[src/rtl/tl_inflight_monitor.sv]
// Passive TileLink-UL/UH checker for one A/D channel pair: per-source in-flight tracking, burst and
// request/response matching, response watchdog. Define TL_INFLIGHT_ASSERT_EN for simulation error messages.
module tl_inflight_monitor #(
  parameter int SOURCE_BITS = 7,
  parameter int ADDR_BITS   = 30,
  parameter int DATA_BYTES  = 8,
  parameter int SIZE_BITS   = 4,
  parameter int MAX_LGSIZE  = 6,
  parameter int TIMEOUT     = 4096
) (
  input  logic                   clock,
  input  logic                   reset_n,
  input  logic                   a_valid,
  input  logic                   a_ready,
  input  logic [2:0]             a_opcode,
  input  logic [2:0]             a_param,
  input  logic [SIZE_BITS-1:0]   a_size,
  input  logic [SOURCE_BITS-1:0] a_source,
  input  logic [ADDR_BITS-1:0]   a_address,
  input  logic [DATA_BYTES-1:0]  a_mask,
  input  logic                   d_valid,
  input  logic                   d_ready,
  input  logic [2:0]             d_opcode,
  input  logic [1:0]             d_param,
  input  logic [SIZE_BITS-1:0]   d_size,
  input  logic [SOURCE_BITS-1:0] d_source,
  input  logic                   d_denied,
  input  logic                   d_corrupt,
  output logic                   err_valid,
  output logic [3:0]             err_code,
  output logic [SOURCE_BITS-1:0] err_source,
  output logic                   err_sticky,
  output logic [SOURCE_BITS:0]   inflight_count
);

  localparam int DEPTH  = 1 << SOURCE_BITS;
  localparam int LG_DB  = $clog2(DATA_BYTES);
  localparam int BEAT_W = (MAX_LGSIZE > LG_DB) ? (MAX_LGSIZE - LG_DB) : 1;
  localparam int WD_W   = $clog2(TIMEOUT);
  localparam logic [WD_W-1:0] WD_MAX = WD_W'(TIMEOUT - 1);

  localparam logic [2:0] A_PUT_FULL = 3'd0;
  localparam logic [2:0] A_PUT_PART = 3'd1;
  localparam logic [2:0] A_LOGIC    = 3'd3;
  localparam logic [2:0] A_GET      = 3'd4;
  localparam logic [2:0] A_HINT     = 3'd5;
  localparam logic [2:0] D_ACK      = 3'd0;
  localparam logic [2:0] D_ACK_DATA = 3'd1;
  localparam logic [2:0] D_HINT_ACK = 3'd2;

  localparam logic [3:0] E_OPCODE  = 4'd1;
  localparam logic [3:0] E_SIZE    = 4'd2;
  localparam logic [3:0] E_BURST   = 4'd3;
  localparam logic [3:0] E_ALIGN   = 4'd4;
  localparam logic [3:0] E_BUSY    = 4'd5;
  localparam logic [3:0] E_UNEXP   = 4'd6;
  localparam logic [3:0] E_MATCH   = 4'd7;
  localparam logic [3:0] E_STATUS  = 4'd8;
  localparam logic [3:0] E_TIMEOUT = 4'd9;

  // Beats-1 of a message; illegal sizes are treated as single-beat so the counter stays in range.
  function automatic logic [BEAT_W-1:0] beats_m1(input logic data_msg, input logic [SIZE_BITS-1:0] sz);
    logic [BEAT_W-1:0] r;
    r = '0;
    if (data_msg && (sz > SIZE_BITS'(LG_DB)) && (sz <= SIZE_BITS'(MAX_LGSIZE))) begin
      for (int i = 0; i < BEAT_W; i++)
        if (i < int'(sz) - LG_DB) r[i] = 1'b1;
    end
    return r;
  endfunction

  function automatic logic [DATA_BYTES-1:0] lane_mask(input logic [SIZE_BITS-1:0] sz,
                                                      input logic [LG_DB-1:0] offs);
    logic [DATA_BYTES-1:0] r;
    for (int i = 0; i < DATA_BYTES; i++)
      r[i] = ((i >> sz) == (int'(offs) >> sz));
    return r;
  endfunction

  function automatic logic [2:0] resp_opcode(input logic [2:0] op);
    case (op)
      A_PUT_FULL, A_PUT_PART: return D_ACK;
      A_HINT:                 return D_HINT_ACK;
      default:                return D_ACK_DATA;
    endcase
  endfunction

  logic [DEPTH-1:0]     tbl_vld;
  logic [2:0]           tbl_dop  [DEPTH];
  logic [SIZE_BITS-1:0] tbl_size [DEPTH];

  logic [BEAT_W-1:0]      a_cnt, a_bm1_q;
  logic [2:0]             a_op_q, a_param_q;
  logic [SIZE_BITS-1:0]   a_size_q;
  logic [SOURCE_BITS-1:0] a_src_q;
  logic [ADDR_BITS-1:0]   a_addr_q;

  logic [BEAT_W-1:0]      d_cnt, d_bm1_q;
  logic [2:0]             d_op_q;
  logic [SIZE_BITS-1:0]   d_size_q;
  logic [SOURCE_BITS-1:0] d_src_q;

  logic [WD_W-1:0] wd_cnt;

  logic                   a_fire_p0, a_first_p0, a_last_p0, a_accept_p0;
  logic [BEAT_W-1:0]      a_bm1_new_p0;
  logic [ADDR_BITS-1:0]   a_size_mask_p0;
  logic                   a_mask_bad_p0, a_busy_p0, a_diff_p0;
  logic [3:0]             a_code_p0;
  logic                   d_fire_p0, d_first_p0, d_last_p0, d_clear_p0, d_status_bad_p0;
  logic [BEAT_W-1:0]      d_bm1_new_p0;
  logic [SOURCE_BITS-1:0] d_src_eff_p0;
  logic [3:0]             d_code_p0;
  logic                   wd_hit_p0;
  logic [3:0]             err_code_p0;
  logic [SOURCE_BITS-1:0] err_src_p0;

  logic unused_d_param;
  assign unused_d_param = ^d_param;

  // Stage p0: decode both channels against the burst trackers and the in-flight table
  assign a_fire_p0      = a_valid & a_ready;
  assign a_first_p0     = (a_cnt == '0);
  assign a_bm1_new_p0   = beats_m1(a_opcode <= A_LOGIC, a_size);
  assign a_last_p0      = (a_cnt == (a_first_p0 ? a_bm1_new_p0 : a_bm1_q));
  assign a_size_mask_p0 = ~({ADDR_BITS{1'b1}} << a_size);
  assign a_mask_bad_p0  = ((a_opcode == A_PUT_FULL) || (a_opcode == A_PUT_PART) || (a_opcode == A_GET)) &&
                          (a_size < SIZE_BITS'(LG_DB)) &&
                          (a_mask != lane_mask(a_size, a_address[LG_DB-1:0]));
  assign a_diff_p0      = (a_opcode != a_op_q) || (a_param != a_param_q) || (a_size != a_size_q) ||
                          (a_source != a_src_q) || (a_address != a_addr_q);

  assign d_fire_p0       = d_valid & d_ready;
  assign d_first_p0      = (d_cnt == '0);
  assign d_bm1_new_p0    = beats_m1(d_opcode == D_ACK_DATA, d_size);
  assign d_last_p0       = (d_cnt == (d_first_p0 ? d_bm1_new_p0 : d_bm1_q));
  assign d_src_eff_p0    = d_first_p0 ? d_source : d_src_q;
  assign d_clear_p0      = d_fire_p0 & d_last_p0 & tbl_vld[d_src_eff_p0];
  assign d_status_bad_p0 = ((d_opcode == D_ACK_DATA) && d_denied && !d_corrupt) ||
                           (((d_opcode == D_ACK) || (d_opcode == D_HINT_ACK)) && d_corrupt);

  // A response retiring this very cycle frees the slot for a new request on the same source.
  assign a_busy_p0 = tbl_vld[a_source] && !(d_clear_p0 && (d_src_eff_p0 == a_source));

  always_comb begin
    a_code_p0 = '0;
    if (a_fire_p0) begin
      if (!a_first_p0) begin
        if (a_diff_p0) a_code_p0 = E_BURST;
      end else if (a_opcode[2:1] == 2'b11)            a_code_p0 = E_OPCODE;
      else if (a_size > SIZE_BITS'(MAX_LGSIZE))       a_code_p0 = E_SIZE;
      else if ((|(a_address & a_size_mask_p0)) || a_mask_bad_p0) a_code_p0 = E_ALIGN;
      else if (a_busy_p0)                             a_code_p0 = E_BUSY;
    end
  end

  assign a_accept_p0 = a_fire_p0 & a_first_p0 & (a_code_p0 == '0);

  always_comb begin
    d_code_p0 = '0;
    if (d_fire_p0) begin
      if (!d_first_p0) begin
        if ((d_source != d_src_q) || (d_opcode != d_op_q) || (d_size != d_size_q)) d_code_p0 = E_BURST;
      end else if (!tbl_vld[d_source]) d_code_p0 = E_UNEXP;
      else if ((d_opcode != tbl_dop[d_source]) || (d_size != tbl_size[d_source])) d_code_p0 = E_MATCH;
      else if (d_status_bad_p0) d_code_p0 = E_STATUS;
    end
  end

  assign wd_hit_p0 = (inflight_count != '0) && !d_fire_p0 && (wd_cnt == WD_MAX - WD_W'(1));

  // Lowest code wins; an A/D tie on the burst code is attributed to the A source.
  always_comb begin
    err_code_p0 = a_code_p0;
    err_src_p0  = a_source;
    if ((d_code_p0 != '0) && ((err_code_p0 == '0) || (d_code_p0 < err_code_p0))) begin
      err_code_p0 = d_code_p0;
      err_src_p0  = d_source;
    end
    if (wd_hit_p0 && (err_code_p0 == '0)) err_code_p0 = E_TIMEOUT;
    if ((err_code_p0 == '0) || (err_code_p0 == E_TIMEOUT)) err_src_p0 = '0;
  end

  // Stage p1: state update and registered error report
  always_ff @(posedge clock or negedge reset_n) begin
    if (!reset_n) begin
      a_cnt <= '0;
      d_cnt <= '0;
    end else begin
      if (a_fire_p0) a_cnt <= a_last_p0 ? '0 : a_cnt + BEAT_W'(1);
      if (d_fire_p0) d_cnt <= d_last_p0 ? '0 : d_cnt + BEAT_W'(1);
    end
  end

  always_ff @(posedge clock) begin
    if (a_fire_p0 && a_first_p0) begin
      a_op_q    <= a_opcode;
      a_param_q <= a_param;
      a_size_q  <= a_size;
      a_src_q   <= a_source;
      a_addr_q  <= a_address;
      a_bm1_q   <= a_bm1_new_p0;
    end
    if (d_fire_p0 && d_first_p0) begin
      d_op_q   <= d_opcode;
      d_size_q <= d_size;
      d_src_q  <= d_source;
      d_bm1_q  <= d_bm1_new_p0;
    end
    if (a_accept_p0) begin
      tbl_dop[a_source]  <= resp_opcode(a_opcode);
      tbl_size[a_source] <= a_size;
    end
  end

  // Clear before set so a same-cycle retire and re-issue leaves the entry valid.
  always_ff @(posedge clock or negedge reset_n) begin
    if (!reset_n) begin
      tbl_vld <= '0;
    end else begin
      if (d_clear_p0)  tbl_vld[d_src_eff_p0] <= 1'b0;
      if (a_accept_p0) tbl_vld[a_source]     <= 1'b1;
    end
  end

  always_ff @(posedge clock or negedge reset_n) begin
    if (!reset_n) begin
      inflight_count <= '0;
    end else begin
      case ({a_accept_p0, d_clear_p0})
        2'b10:   inflight_count <= inflight_count + {{SOURCE_BITS{1'b0}}, 1'b1};
        2'b01:   inflight_count <= inflight_count - {{SOURCE_BITS{1'b0}}, 1'b1};
        default: inflight_count <= inflight_count;
      endcase
    end
  end

  always_ff @(posedge clock or negedge reset_n) begin
    if (!reset_n) begin
      wd_cnt <= '0;
    end else if (d_fire_p0 || (inflight_count == '0)) begin
      wd_cnt <= '0;
    end else if (wd_cnt != WD_MAX) begin
      wd_cnt <= wd_cnt + WD_W'(1);
    end
  end

  always_ff @(posedge clock or negedge reset_n) begin
    if (!reset_n) begin
      err_valid  <= 1'b0;
      err_code   <= '0;
      err_source <= '0;
      err_sticky <= 1'b0;
    end else begin
      err_valid  <= (err_code_p0 != '0);
      err_code   <= err_code_p0;
      err_source <= err_src_p0;
      if (err_code_p0 != '0) err_sticky <= 1'b1;
    end
  end

`ifdef TL_INFLIGHT_ASSERT_EN
  always_ff @(posedge clock) begin
    if (reset_n) begin
      assert (!err_valid)
        else $error("tl_inflight_monitor: err_code %0d err_source 0x%0h at %0t", err_code, err_source, $time);
    end
  end
`else
  // Default build: error reporting through the ports only.
`endif

endmodule

[config.mk]
export PLATFORM = sky130hd
export DESIGN_NAME = tl_inflight_monitor
export DESIGN_NICKNAME = d
export VERILOG_FILES = /design/src/rtl/tl_inflight_monitor.sv
export SDC_FILE = /design/constraint.sdc
export NUM_CORES = 1
export LEC_CHECK = 0
export ABC_AREA = 1
export BUFFER_PORTS_ARGS = -buffer_cell sky130_fd_sc_hd__buf_2
export CORE_ASPECT_RATIO = 0.9
export CORE_MARGIN = 2
export CORE_UTILIZATION = 45
export CTS_BUF_LIST = sky130_fd_sc_hd__clkbuf_8
export DETAILED_ROUTE_END_ITERATION = 7
export PLACE_DENSITY_LB_ADDON = 0.15
export REMOVE_ABC_BUFFERS = 1
export SLEW_MARGIN = 5
export SYNTH_ARGS = -nofsm -noshare
export SYNTH_HDL_FRONTEND = slang
export SYNTH_SLANG_ARGS = --single-unit
export TNS_END_PERCENT = 20
[constraint.sdc]
create_clock -name clock -period 9.4 [get_ports clock]
set_input_delay 0 -clock clock [delete_from_list [all_inputs] [get_ports clock]]
set_output_delay 0 -clock clock [all_outputs]
set_load 0.005 [all_outputs]
==> results by group <==
STA
  – Final Slew Violations: 0
  – Setup TNS: 0 ns
  – Measured slew at the worst slew-check pin: 1.21 ns
  – Min Tclk post-route: 6.41 ns
  – Worst slew margin relative to its limit: 16.9%
  – Tcrit/Tclk final: 68.2%
  – Final Hold Fails: 0
  – Post-Route Skew: 0.0413 ns
  – Final setup fails: 0
  – Unrepaired setup endpoints after global routing: false
  – Fmax: 156 MHz

Final layout
  – Area of the multi-input gates: 0.0153 mm2
  – Final core occ: 51.2%
  – Final cell count without fillers: 6418
  – Filler cells: 9388
  – Combined flip-flop and latch cell area: 0.0293 mm2
  – # nets final: 5024
  – Synthesis-to-layout area growth: 12.4%
  – Share of layout cells above drive strength 1: 9.18%

Logic synthesis
  – Top cell type's share of synthesized area: 53.8%
  – Syn Inst Count: 4768
  – Yosys warning count: 0
  – Sequential-to-total area share from yosys stat: 62.8%
  – Post-synth top cells: 1407 x nand2_1, 835 x edfxtp_1, 778 x nand3_1
  – Post-synth EDFFs: 835
  – FF+latch count, synth: 1002
  – Syn Std Cell Area: 0.0466 mm2
  – Ys async rst share: 16.7%
  – Largest area contributor in the netlist: edfxtp_1
  – Library cells used by synthesis: 51
  – Syn_area_per_cell: 9.77 um2
  – Main synth FF type: edfxtp_1
  – Synth top area cells: edfxtp_1 54%, nand2_1 11%, dfrtp_1 9.0%
  – Top-count cell post-synth: nand2_1

CTS
  – Clk sinks: 1002
  – CTS Root Cell: clkbuf_8
  – H-Tree Depth: 4
  – Reg clk slew, reported paths: 0.07 ns
  – TritonCTS buffer count: 167
  – CTS max path bufs: 3
  – Skew-Pair Late Insertion Delay: 0.87 ns
  – TritonCTS clock tree: yes
  – Post-CTS setup buffer count: 0

Pwr
  – Power density cells: 214 mW/mm2
  – Static leakage: 20.5 nW
  – Power consumption: 11.2 mW
  – Maximum VDD drop: 0.000167 V

Routing
  – Post-route ant nets: 0
  – Drt pass-1 iters: 6
  – DR vias: 36100
  – Vias per std cell: 5.63
  – Initial DRC count: 3904
  – Drt wl/cell: 22.4 um
  – Residual DRC: 0
  – Routed WL: 144000 um

Global route
  – Pin count of the biggest net entering global routing: 135
  – Total track usage: 27.2%
  – Number of global-route vias before repair: 34500
  – Grt total ovfl: 0
  – Initial antenna violation count: 4
  – First-pass GRT wire length: 218000 um

Critical path
  – Max stage delay on crit path: 0.65 ns
  – Setup CP Type: reg -> reg
  – Critical path's most frequent cell: nand2_1
  – Crit path from: d_cnt[0]
  – CP max stage cell: buf_4
  – FF-to-FF setup slack: 2.99 ns
  – Worst R2R Path Depth: 35
  – Reg2reg end: inflight_count[6]
  – Critical path capture point type: flip-flop
  – Maximum fanout along the worst path: 57
  – Critical Path RT: 10.13 ns
  – Reg-to-reg startpoint: d_cnt[0]
  – Crit path launch type: flip-flop
  – Crit path DAT: 7.14 ns

Run
  – Max-Cap Viols: 0

Min path
  – Hold Path Stages: 3
  – Hold Startpoint: d_valid
  – Hold Path Class: in -> reg
  – Worst Hold End: d_src_q[3]

Floorplanning
  – Initial Util: 45.6%
  – I/O pin count: 100
  – Die extent in x: 343 um
  – Die Span Y: 309 um
  – Core Region: 0.102 mm2
  – Rows: 111
  – Die area: 0.106 mm2

Place
  – DP Cell Count: 5996
  – Hpwl dp: 84900 um
  – Number of buffers added on ports: 97
  – GP Congestion: 0.986

Run status
  – Status: complete, no violations
kinds of logic after synthesis:
group / count (synthesis) / share of synthesized area [%]
buf+inv: 527 / 4.70
flops: 1002 / 62.8
xor+xnor: 63 / 1.18
compound gates: 484 / 6.06
fa+ha+maj: 23 / 0.634
simple gates: 2669 / 24.6
placed cells by master (no fill, tap or decap), types with 5 or more instances in the layout:
cell	Yosys	routed
o21ai_0	207	207
or2_1	52	52
buf_2	140	89
nor4_1	10	10
a211oi_1	5	5
ha_1	22	22
o22ai_1	35	35
clkbuf_8	0	180
diode_2	0	6
o21ai_1	29	28
nand2_1	1407	1405
nand4_1	19	19
clkinv_2	0	16
nand3_2	0	8
a31oi_1	101	101
o2111ai_1	6	6
or2_2	52	52
a22oi_1	12	12
nor3_1	24	16
nor2_1	304	301
buf_4	8	59
nand3_1	778	770
nand2_2	5	5
inv_2	10	10
a21oi_1	42	42
xnor2_1	20	20
clkinv_1	2	21
dlygate4sd3_1	0	112
inv_1	231	308
xor2_1	43	43
dfrtp_1	167	167
o221ai_1	31	31
edfxtp_1	835	835
nor3_2	2	9
per-stage QoR:
step	cell area (um2)	setup WS (ns)	hold slack (ns)
6_report	52300	2.99	0.0434
5_1_grt	52300	2.42	0.0451
4_1_cts	52300	3.13	0.00164
3_5_place_dp	48200	3.13	-0.0140
3_3_place_gp	48200	3.18	-0.0160
2_1_floorplan	45300	2.90	-0.296
how the worst max path moves through the flow:
| stage | endpoint | cells past startpoint |
|---|---|---|
| 2_1_floorplan | inflight_count[6] | 27 |
| 3_3_place_gp | inflight_count[7] | 40 |
| 3_5_place_dp | inflight_count[6] | 35 |
| 4_1_cts | inflight_count[6] | 35 |
| 5_1_grt | inflight_count[7] | 40 |
| 6_report | inflight_count[6] | 35 |
what timing repair did:
item / in CTS / in global routing
gates resized for setup: 0 / 0
hold endpoints to repair: 519 / 0
hold buffers: 113 / 0
per-layer routing:
metal / up-vias / track usage, % / routed length, um
met5: - / 0 / 11
met4: 2 / 9.53 / 4240
met3: 295 / 6.26 / 13800
met2: 1675 / 39.9 / 62700
met1: 17400 / 39.8 / 63100
li1: 16700 / - / -
layout make-up:
type	count	share of cell area, %
Timing Repair Buffer	268	4.13
Tap cell	1356	3.24
Sequential cell	1002	55.9
Inverter	244	1.79
Antenna cell	6	0.0287
Clock inverter	125	1.09
Multi-Input combinational cell	3239	29.2
Clock buffer	178	4.68
worst max-delay path: cells and delay by family, from the launching register on:
| family | cells | cell delay, ns |
|---|---|---|
| simple gates | 19 | 2.57 |
| compound gates | 7 | 1.17 |
| fa+ha+maj | 3 | 1.12 |
| buf+inv | 6 | 1.03 |
| flops | 1 | 0.37 |
registers in the layout (all words and copies together) (netlist names), 7 cells and up:
name            cells
tbl_size          512
tbl_dop           256
tbl_vld           128
a_addr_q           30
wd_cnt             12
inflight_count      8
a_src_q             7
d_src_q             7
err_source          7
power by group:
| group | switching [mW] | internal [mW] | total [mW] |
|---|---|---|---|
| clock | 1.82 | 1.75 | 3.58 |
| sequential | 0.129 | 5.02 | 5.15 |
| combinational | 1.83 | 0.662 | 2.50 |
| total | 3.79 | 7.43 | 11.2 |
Power figures use the tool's default switching activity.
